===== config.mk =====
export PLATFORM = sky130hd
export DESIGN_NAME = operand_entry
export DESIGN_NICKNAME = d
export VERILOG_FILES = /design/src/rtl/cal_pkg.sv /design/src/rtl/key_edge.sv /design/src/rtl/operand_entry.sv
export SDC_FILE = /design/constraint.sdc
export NUM_CORES = 1
export LEC_CHECK = 0
export BUFFER_PORTS_ARGS = -buffer_cell sky130_fd_sc_hd__buf_2
export CAP_MARGIN = 25
export CORE_ASPECT_RATIO = 1.75
export CORE_UTILIZATION = 62
export CTS_CLUSTER_SIZE = 24
export DETAILED_ROUTE_END_ITERATION = 7
export PLACE_DENSITY = 0.8
export SETUP_SLACK_MARGIN = 0.3
export SLEW_MARGIN = 30
export SYNTH_ARGS = -nofsm -noshare
export SYNTH_HDL_FRONTEND = slang
export SYNTH_SLANG_ARGS = --single-unit

===== constraint.sdc =====
create_clock -name clk -period 13.7 [get_ports clk]
set_input_delay 2.055 -clock clk [delete_from_list [all_inputs] [get_ports clk]]
set_output_delay 2.055 -clock clk [all_outputs]
set_load 0.05 [all_outputs]

===== src/rtl/cal_pkg.sv =====
// Shared calculator definitions: keypad codes, operand-entry state encoding and
// a digit classifier used by operand_entry and the ALU control path.
package cal_pkg;

    localparam logic [3:0] KEY_CLR   = 4'hA;
    localparam logic [3:0] KEY_BKSP  = 4'hB;
    localparam logic [3:0] KEY_SIGN  = 4'hC;
    localparam logic [3:0] KEY_ENTER = 4'hF;

    typedef enum logic [1:0] {
        ST_IDLE  = 2'd0,
        ST_ENTRY = 2'd1,
        ST_DONE  = 2'd2
    } cal_state_e;

    function automatic logic is_digit(input logic [3:0] code, input int radix);
        return ({28'd0, code} < 32'(radix));
    endfunction

endpackage


===== src/rtl/key_edge.sv =====
// Button synchroniser: STAGES-deep flop chain on an asynchronous level, followed by
// a registered one-cycle pulse on each synchronised rising edge.
module key_edge #(
    parameter int STAGES = 2
) (
    input  logic clk,
    input  logic rst_n,
    input  logic din,
    output logic pulse
);

    // Bit STAGES holds the previous synchronised level for edge detection.
    logic [STAGES:0] sync_q, sync_d;
    logic            pulse_q, pulse_d;

    always_comb begin
        sync_d  = {sync_q[STAGES-1:0], din};
        pulse_d = sync_q[STAGES-1] & ~sync_q[STAGES];
    end

    always_ff @(posedge clk or negedge rst_n) begin
        if (!rst_n) begin
            sync_q  <= '0;
            pulse_q <= 1'b0;
        end else begin
            sync_q  <= sync_d;
            pulse_q <= pulse_d;
        end
    end

    assign pulse = pulse_q;

endmodule


===== src/rtl/operand_entry.sv =====
// Keypad operand accumulator: builds a multi-digit operand from key events and hands it
// off via op_valid/op_ready. Define OPERAND_ENTRY_SIGN_EN to enable the SIGN key.
module operand_entry
    import cal_pkg::*;
#(
    parameter int WIDTH       = 32,
    parameter int MAX_DIGITS  = 8,
    parameter int RADIX       = 10,
    parameter int SYNC_STAGES = 2
) (
    input  logic                              clk,
    input  logic                              rst_n,
    input  logic                              key_strobe,
    input  logic [3:0]                        key_code,
    input  logic                              op_ready,
    output logic                              op_valid,
    output logic [WIDTH-1:0]                  value,
    output logic [$clog2(MAX_DIGITS+1)-1:0]   digit_cnt,
    output logic                              overflow
);

    localparam int CW = $clog2(MAX_DIGITS+1);
    localparam int EW = WIDTH + 4;

`ifdef OPERAND_ENTRY_SIGN_EN
    localparam bit SIGN_EN = 1'b1;
`else
    localparam bit SIGN_EN = 1'b0;
`endif

    localparam logic [EW-1:0] MAXMAG  = SIGN_EN ? ((EW'(1) << (WIDTH-1)) - EW'(1))
                                                : ((EW'(1) << WIDTH) - EW'(1));
    localparam logic [CW-1:0] MAX_CNT = CW'(MAX_DIGITS);

    cal_state_e       state_q, state_d;
    logic [WIDTH-1:0] mag_q, mag_d;
    logic [CW-1:0]    cnt_q, cnt_d;
    logic             neg_q, neg_d;
    logic             ovf_q, ovf_d;
    logic             key_evt;
    logic             key_is_digit;
    logic [EW-1:0]    next_mag;

    key_edge #(
        .STAGES (SYNC_STAGES)
    ) u_key_edge (
        .clk   (clk),
        .rst_n (rst_n),
        .din   (key_strobe),
        .pulse (key_evt)
    );

    always_comb begin
        state_d      = state_q;
        mag_d        = mag_q;
        cnt_d        = cnt_q;
        neg_d        = neg_q;
        ovf_d        = ovf_q;
        key_is_digit = is_digit(key_code, RADIX);
        // Extra 4 bits keep the multiply-add exact so the range compare sees true overflow.
        next_mag     = EW'(mag_q) * EW'(RADIX) + EW'(key_code);

        case (state_q)
            ST_IDLE: begin
                if (key_evt) begin
                    if (key_is_digit) begin
                        if (key_code != 4'd0) begin
                            mag_d   = WIDTH'(key_code);
                            cnt_d   = CW'(1);
                            state_d = ST_ENTRY;
                        end
                    end else if (key_code == KEY_ENTER) begin
                        state_d = ST_DONE;
                    end else if (key_code == KEY_CLR) begin
                        ovf_d = 1'b0;
                    end else if (SIGN_EN && key_code == KEY_SIGN) begin
                        neg_d = ~neg_q;
                    end
                end
            end
            ST_ENTRY: begin
                if (key_evt) begin
                    if (key_is_digit) begin
                        if (cnt_q == MAX_CNT || next_mag > MAXMAG) begin
                            ovf_d = 1'b1;
                        end else begin
                            mag_d = next_mag[WIDTH-1:0];
                            cnt_d = cnt_q + CW'(1);
                        end
                    end else if (key_code == KEY_BKSP) begin
                        mag_d = mag_q / WIDTH'(RADIX);
                        cnt_d = cnt_q - CW'(1);
                        if (cnt_q == CW'(1)) begin
                            state_d = ST_IDLE;
                        end
                    end else if (key_code == KEY_CLR) begin
                        mag_d   = '0;
                        cnt_d   = '0;
                        neg_d   = 1'b0;
                        ovf_d   = 1'b0;
                        state_d = ST_IDLE;
                    end else if (SIGN_EN && key_code == KEY_SIGN) begin
                        neg_d = ~neg_q;
                    end else if (key_code == KEY_ENTER) begin
                        state_d = ST_DONE;
                    end
                end
            end
            ST_DONE: begin
                // Key events are deliberately ignored here, even on the handoff cycle.
                if (op_ready) begin
                    mag_d   = '0;
                    cnt_d   = '0;
                    neg_d   = 1'b0;
                    ovf_d   = 1'b0;
                    state_d = ST_IDLE;
                end
            end
            default: begin
                state_d = ST_IDLE;
            end
        endcase
    end

    always_ff @(posedge clk or negedge rst_n) begin
        if (!rst_n) begin
            state_q <= ST_IDLE;
            mag_q   <= '0;
            cnt_q   <= '0;
            neg_q   <= 1'b0;
            ovf_q   <= 1'b0;
        end else begin
            state_q <= state_d;
            mag_q   <= mag_d;
            cnt_q   <= cnt_d;
            neg_q   <= neg_d;
            ovf_q   <= ovf_d;
        end
    end

    always_comb begin
        value = neg_q ? (WIDTH'(0) - mag_q) : mag_q;
    end

    assign op_valid  = (state_q == ST_DONE);
    assign digit_cnt = cnt_q;
    assign overflow  = ovf_q;

endmodule


==> results.json, run 1 <==
{
  "worst-r2r-setup-slack_ns": 1.31,
  "rr_endpoint": "mag_q[0]",
  "layout_min_cycle_time_ns": 12.39,
  "fill_cells": 1331,
  "grt_setup_unrepaired": "false",
  "synth_nets": 1356,
  "reg2regPathDepth": 36,
  "period_share_pct": 90.5,
  "root_buffer": "clkbuf_16",
  "vias_per_cell": 6.99,
  "fmax_mhz": 80.7,
  "diodes": 0,
  "synth-seq-cells": 43,
  "avgSynthCellArea_um2": 7.26,
  "status": "finished clean",
  "worstReg2RegStart": "mag_q[26]",
  "fin_util_pct": 65.8,
  "postPlaceCellArea_um2": 9400,
  "gp_congestion": 0.904,
  "setup_violations": 0,
  "num_vias": 10024,
  "worst_ep_arrival_time_ns": 12.63,
  "cts.repair.resized": 0,
  "grt_usage_pct": 35.3,
  "synth_flop_cell": "dfrtp_1",
  "worstHoldStart": "u_key_edge.sync_q[0]",
  "holdPathEnd": "u_key_edge.sync_q[1]",
  "worst_slew_pin_slew_ns": 0.971,
  "min_path_cells": 0,
  "die-height_um": 164,
  "dieWidth_um": 94.5,
  "synthCells": 1277,
  "mostFrequentLayoutCells": "135 x nand2_1, 102 x nor2_1, 88 x o21ai_0, 77 x a21oi_1, 69 x ha_1",
  "port_buffers": 45,
  "initial_utilization_pct": 63.9,
  "place_inst": 1427,
  "clock_skew_ns": 0.00725,
  "antenna_found_initial": 0,
  "grt_first_pass_wirelength_um": 44700,
  "ys_types": 122,
  "drc": 0,
  "final_antenna_net_count": 0,
  "path_class": "flop to flop",
  "final_max_slew_viol_count": 0,
  "fin_area_um2": 9550,
  "seq_area_um2": 1080,
  "clkSinkCount": 43,
  "ys_async_sr_fraction_pct": 100,
  "yosysSeqAreaShare_pct": 11.6,
  "grt_max_degree": 44,
  "synth.cell_area_um2": 9280,
  "hold_viol": 0,
  "post_drt_wl_per_cell_um": 18.7,
  "ctsHoldBuffers": 0,
  "clock_path_buffers": 2,
  "worst-path-buf-inv": 0,
  "endpoint_kind": "flop",
  "crit_path_max_fanout": 21,
  "cts_buffers": 5,
  "fin_nets": 1333,
  "drt_wl_total_um": 26800,
  "crit_slowest_cell": "dfrtp_1",
  "max_slew_margin_pct": 35.3,
  "multiInputGateArea_um2": 7610,
  "grt_pass1_vias": 9632,
  "cts_tree": "done",
  "tns_ns": 0,
  "critical_path.top_delay_family": "compound AO/OA/AOI/OAI gates",
  "clkLatencyLatePin_ns": 0.30,
  "critPathMaxStageDelay_ns": 0.78,
  "worstPathRequired_ns": 13.94,
  "die_area_um2": 15500,
  "dp_hpwl_um": 19800,
  "cts_setup_buffers": 0,
  "drtIter0Drc": 659,
  "dr.pass1.iters": 5,
  "synth-edff-count": 0,
  "final_common_cell": "nand2_1",
  "syn2layout_area_growth_pct": 2.91,
  "ios": 46,
  "drv_cap": 0,
  "clk_pin_slew_worst_paths_ns": 0.07,
  "cts-htree-levels": 2,
  "yosysWarnings": 0,
  "drive_above_1_share_pct": 10.8,
  "fin_cells": 1435,
  "hp-class": "flop to flop",
  "critPathLaunchType": "flop",
  "num_rows": 58,
  "grt_overflow": 0,
  "coreArea_um2": 14500
}
==> worst reg2reg max path: cells and delay by family (launching register included) <==
family	cells	cell delay, ns
mux	4	1.64
flops	1	0.78
simple gates	9	2.37
compound gates	21	7.00
xor+xnor	2	0.54
==> state kept, by name, summed over array words and instances, names as in the netlist <==
name and count:
state_q 2, u_key_edge.sync_q 3, mag_q 32, digit_cnt 4
u_key_edge.pulse 1, overflow 1
==> cell type report <==
| type | instances | area share [%] |
|---|---|---|
| tap | 180 | 2.36 |
| sequential | 43 | 11.3 |
| clock inverter | 2 | 0.131 |
| multi-input combinational | 1095 | 79.7 |
| timing repair buffer | 50 | 2.86 |
| clock buffer | 6 | 1.35 |
| inverter | 59 | 2.32 |
==> kinds of logic after synthesis <==
logic type | after synthesis | synth area share (%)
AOI/OAI and AO/OA | 464 | 36.8
xor gates and xnor gates | 70 | 6.69
adders and majority gates | 72 | 9.85
buffers and inverters | 139 | 6.54
DFF | 43 | 11.6
muxes | 25 | 3.16
and+or+nand+nor | 464 | 25.3
==> through the flow <==
stage | worst slack (ns) | hold WS [ns]
global placement | 1.73 | 0.333
detailed placement | 1.36 | 0.336
CTS | 1.37 | 0.351
global route | 0.348 | 0.352
finish | 1.31 | 0.351
floorplan | 3.74 | 0.331
==> layer usage <==
| metal | part of all wire (%) | wire length, um | vias up | global-route usage (%) |
|---|---|---|---|---|
| met5 | 0 | 0 | - | 0 |
| met4 | 4.3 | 1160 | 0 | 17.8 |
| met3 | 3.8 | 1020 | 118 | 3.19 |
| met2 | 54 | 14300 | 341 | 66.1 |
| met1 | 38 | 10300 | 4755 | 38.4 |
| li1 | - | - | 4810 | - |
==> worst max-delay path by stage <==
stage               startpoint  endpoint  cells past startpoint
floorplan            mag_q[29]  mag_q[0]                     41
global placement     mag_q[29]  mag_q[0]                     35
detailed placement   mag_q[26]  mag_q[0]                     36
CTS                  mag_q[26]  mag_q[0]                     36
global route         mag_q[26]  mag_q[0]                     36
finish               mag_q[26]  mag_q[0]                     36
==> synthesized netlist by cell type, drive strengths merged, types with 7 or more instances <==
master	number	share of area, %
a211o	9	0.85
o211ai	13	1.2
o31ai	16	1.5
nor3	35	2.0
o22ai	25	1.7
a21o	10	0.89
and3	17	1.1
nand4	10	0.67
mux2i	13	1.6
a211oi	29	2.8
a21boi	9	0.73
o21ai	106	5.9
clkbuf	52	2.1
o21a	8	0.65
nor4	17	1.5
xnor2	48	4.5
xor2	22	2.2
a2111oi	9	1.1
o2111ai	8	0.82
or3	13	0.98
a221oi	7	0.73
buf	28	2.1
o211a	7	0.76
mux2	12	1.6
a22oi	10	0.86
or2	8	0.59
ha	69	9.3
dfrtp	43	12
a31oi	16	1.1
a21oi	80	4.5
and2	15	1.0
nand2	137	5.6
a22o	11	1.0
o32ai	7	0.86
nand2b	12	0.81
nor3b	9	0.78
inv	53	2.1
o21bai	10	0.81
nand3	55	3.0
nor2	104	4.3
o221ai	11	1.0
Power of run 1 is not shown: default switching activity piles up to over one toggle a cycle in this logic, so the estimate is an artifact.
==> run 2: changes to the inputs <==
--- a/config.mk
+++ b/config.mk
@@ -7,5 +7,6 @@
 export LEC_CHECK = 0
-export BUFFER_PORTS_ARGS = -buffer_cell sky130_fd_sc_hd__buf_2
+export BUFFER_PORTS_ARGS = -buffer_cell sky130_fd_sc_hd__clkbuf_2
 export CAP_MARGIN = 25
 export CORE_ASPECT_RATIO = 1.75
+export CORE_MARGIN = 1
 export CORE_UTILIZATION = 62
==> constraint.sdc (replaced) <==
create_clock -name clk -period 13.7 [get_ports clk]
set_input_delay 0.685 -clock clk [delete_from_list [all_inputs] [get_ports clk]]
set_output_delay 0.685 -clock clk [all_outputs]
set_load 0.05 [all_outputs]
==> run 2 against run 1 <==
- cell area decreased by 0.24%
- sequential share of layout area is essentially flat
- fmax grew 0.89%
- critical path type unchanged
==> results.json, run 2 (synthesis gave the netlist of run 1 again) <==
{
  "cts_setup_buffers": 0,
  "seq_area_um2": 1080,
  "clock_path_buffers": 2,
  "critPathLaunchType": "flop",
  "fill_cells": 1333,
  "max_slew_margin_pct": 34.5,
  "postPlaceCellArea_um2": 9390,
  "fin_util_pct": 65.6,
  "num_rows": 58,
  "drt-met1-wl_um": 9930,
  "dp_hpwl_um": 19600,
  "drive_above_1_share_pct": 10.8,
  "clkLatencyLatePin_ns": 0.30,
  "critPathLaunch": "mag_q[27]",
  "worst_slew_pin_slew_ns": 0.983,
  "crit_slowest_cell": "dfrtp_1",
  "die-height_um": 164,
  "grt_setup_unrepaired": "false",
  "endpoint_kind": "flop",
  "coreArea_um2": 14500,
  "worst-r2r-setup-slack_ns": 1.42,
  "detailroute.wirelength.met3_um": 1290,
  "period_share_pct": 89.7,
  "cts-htree-levels": 2,
  "largest_reg_flops": 32,
  "worstReg2RegStart": "mag_q[27]",
  "num_vias": 10030,
  "ios": 46,
  "post_drt_wl_per_cell_um": 18.8,
  "crit_path_max_fanout": 25,
  "die_area_um2": 15500,
  "drc": 0,
  "cts_tree": "done",
  "clk_pin_slew_worst_paths_ns": 0.07,
  "fin_nets": 1332,
  "wl_met2_um": 14400,
  "initial_utilization_pct": 63.9,
  "tns_ns": 0,
  "gp_congestion": 0.946,
  "worstPathRequired_ns": 13.88,
  "drt_wl_total_um": 26900,
  "path_class": "flop to flop",
  "drv_cap": 0,
  "grt_max_degree": 44,
  "critPathMaxStageDelay_ns": 0.82,
  "top_layer": "met4",
  "vias_per_cell": 7.00,
  "hp-class": "flop to flop",
  "setup_violations": 0,
  "antenna_found_initial": 0,
  "worst_ep_arrival_time_ns": 12.47,
  "dr.pass1.iters": 8,
  "status": "finished clean",
  "grt_first_pass_wirelength_um": 44600,
  "cts_buffers": 5,
  "mostFrequentLayoutCells": "135 x nand2_1, 102 x nor2_1, 88 x o21ai_0, 77 x a21oi_1, 69 x ha_1",
  "drtIter0Drc": 652,
  "diodes": 0,
  "clkSinkCount": 43,
  "hold_viol": 0,
  "grt_usage_pct": 35.3,
  "clock_skew_ns": 0.00588,
  "final_antenna_net_count": 0,
  "fmax_mhz": 81.4,
  "final_max_slew_viol_count": 0,
  "grt_pass1_vias": 9657,
  "top_register": "mag_q",
  "syn2layout_area_growth_pct": 2.67,
  "grt_overflow": 0,
  "worstHoldStart": "u_key_edge.sync_q[0]",
  "root_buffer": "clkbuf_16",
  "ctsHoldBuffers": 0,
  "fin_area_um2": 9520,
  "multiInputGateArea_um2": 7620,
  "dieWidth_um": 94.5,
  "port_buffers": 45,
  "final_common_cell": "nand2_1",
  "layout_min_cycle_time_ns": 12.28
}
run 2: stage by stage:
step / hold slack, ns / setup slack (ns) / instances
4_1_cts: 0.351 / 1.37 / 1432
6_report: 0.350 / 1.42 / 1432
3_3_place_gp: 0.333 / 1.77 / 1426
3_5_place_dp: 0.337 / 1.41 / 1426
5_1_grt: 0.352 / 0.316 / 1432
2_1_floorplan: 0.331 / 3.74 / 1277
run 2: critical path: cells and delay by family (launching register included):
kind / cells / cell delay (ns)
AOI/OAI and AO/OA: 24 / 7.64
and+or+nand+nor: 9 / 2.56
DFF: 1 / 0.82
muxes: 2 / 0.79
xor gates and xnor gates: 1 / 0.34
run 2: layer usage:
metal / up-vias / track usage, %
met5: - / 0
li1: 4817 / -
met4: 0 / 21.1
met1: 4699 / 37.3
met2: 402 / 65.1
met3: 112 / 4.31
run 2: final cells by class:
class	count	area share, %
Multi-Input combinational cell	1095	80.0
Sequential cell	43	11.3
Timing Repair Buffer	49	2.68
Tap cell	180	2.36
Inverter	59	2.33
Clock buffer	6	1.35
run 2: path summary, 6_finish.rpt:
kind,end,cells past startpoint
max,mag_q[0],36
min,u_key_edge.sync_q[1],0
max reg2reg,mag_q[0],36
min reg2reg,u_key_edge.sync_q[1],0
max in group asynchronous,mag_q[20],2
min in group asynchronous,mag_q[0],2
run 2: timing repair:
action                     CTS  global route
resized for setup            0             2
setup endpoints to repair    0             3
hold endpoints to repair     0             0
Power of run 2 is left out for the same reason.
==> run 3: changes to the inputs <==
Settings changed: CORE_UTILIZATION 62 to 47, PLACE_DENSITY 0.8 to not set.
==> run 3 against run 2 <==
- critical path depth fell by 1
- die area rose by 31%
- clock skew fell by 0.0018 ns
- worst hold slack improved by 0.0056 ns
- cell area rose by 1.7%
- critical path type unchanged
- critical endpoint unchanged
- highest routed layer unchanged
==> results.json, run 3 (synthesis gave the netlist of run 1 again) <==
{
  "num_vias": 10023,
  "critPathMaxStageDelay_ns": 0.82,
  "num_rows": 67,
  "period_share_pct": 92.3,
  "gp_congestion": 0.913,
  "post_drt_wl_per_cell_um": 19.2,
  "worst_slew_pin_slew_ns": 0.906,
  "dp_hpwl_um": 21300,
  "cts_tree": "done",
  "port_buffers": 45,
  "fmax_mhz": 79.1,
  "dr.pass1.iters": 5,
  "clock_skew_ns": 0.00404,
  "coreArea_um2": 19300,
  "grt_first_pass_wirelength_um": 46900,
  "final_antenna_net_count": 0,
  "cts-htree-levels": 2,
  "vias_per_cell": 6.69,
  "clk_pin_slew_worst_paths_ns": 0.07,
  "initial_utilization_pct": 48.1,
  "clock_path_buffers": 2,
  "critPathLaunchType": "flop",
  "antenna_found_initial": 0,
  "hp-class": "flop to flop",
  "worstPathRequired_ns": 13.94,
  "status": "finished clean",
  "mostFrequentLayoutCells": "135 x nand2_1, 102 x nor2_1, 88 x o21ai_0, 77 x a21oi_1, 69 x ha_1",
  "crit_slowest_cell": "dfrtp_1",
  "layout_min_cycle_time_ns": 12.65,
  "grt_overflow": 0,
  "endpoint_kind": "flop",
  "dieWidth_um": 108,
  "cts_setup_buffers": 0,
  "cts_buffers": 5,
  "top_register": "mag_q",
  "max_slew_margin_pct": 38.0,
  "crit_path_max_fanout": 27,
  "syn2layout_area_growth_pct": 4.41,
  "clkLatencyLatePin_ns": 0.29,
  "setup_violations": 0,
  "grt_setup_unrepaired": "false",
  "grt_max_degree": 44,
  "worst_ep_arrival_time_ns": 12.88,
  "hold_viol": 0,
  "drt_wl_total_um": 28800,
  "drc": 0,
  "whs_ns": 0.355,
  "largest_reg_flops": 32,
  "final_max_slew_viol_count": 0,
  "drtIter0Drc": 817,
  "die-height_um": 188,
  "postPlaceCellArea_um2": 9490,
  "ios": 46,
  "drv_cap": 0,
  "ctsHoldBuffers": 0,
  "clkSinkCount": 43,
  "final_common_cell": "nand2_1",
  "fin_area_um2": 9690,
  "grt_usage_pct": 28.3,
  "tns_ns": 0,
  "place_ws_ns": 1.12,
  "die_area_um2": 20300,
  "root_buffer": "clkbuf_16",
  "cts.repair.resized": 0,
  "diodes": 0,
  "fin_nets": 1336,
  "grt_pass1_vias": 9473,
  "path_class": "flop to flop",
  "drive_above_1_share_pct": 11.2,
  "layout_setup_ws_ns": 1.05
}
run 3: stage by stage:
step           utilization (%)  cells
2_1_floorplan                -   1277
3_3_place_gp              49.2   1491
3_5_place_dp              49.2   1491
4_1_cts                   50.2   1499
5_1_grt                   50.2   1499
6_report                  50.2   1499
run 3: final timing paths:
kind                       slack [ns]  cells after the start            startpoint                    to
max reg2reg                      1.05                     35             mag_q[29]              mag_q[0]
min in group asynchronous        0.48                      2                 rst_n              mag_q[0]
max in group asynchronous       12.78                      2                 rst_n             mag_q[31]
min                              0.36                      0  u_key_edge.sync_q[0]  u_key_edge.sync_q[1]
min reg2reg                      0.36                      0  u_key_edge.sync_q[0]  u_key_edge.sync_q[1]
max                              1.05                     35             mag_q[29]              mag_q[0]
run 3: layout make-up:
cell class,instances,area (um^2)
sequential,43,1080
inverter,59,221
clock buffer,6,129
tap,241,302
timing repair buffer,53,285
multi-input combinational,1095,7610
clock inverter,2,60.1
fill,2003,9600
run 3: worst max-delay path: cells and delay by family, from the launching register on:
family / cells / cell delay [ns]
AND/OR/NAND/NOR: 8 / 2.08
flip-flops: 1 / 0.82
AO/OA/AOI/OAI: 23 / 8.10
multiplexers: 3 / 1.22
XOR/XNOR: 1 / 0.36
run 3: routing by layer:
layer,up-vias,routed length (um),track usage [%],share of wire [%]
li1,4822,-,-,-
met3,81,1040,2.64,3.6
met4,0,945,11.1,3.3
met5,-,0,0,0
met2,317,15800,54.4,55
met1,4803,11100,30.6,39
Power of run 3 is left out for the same reason.
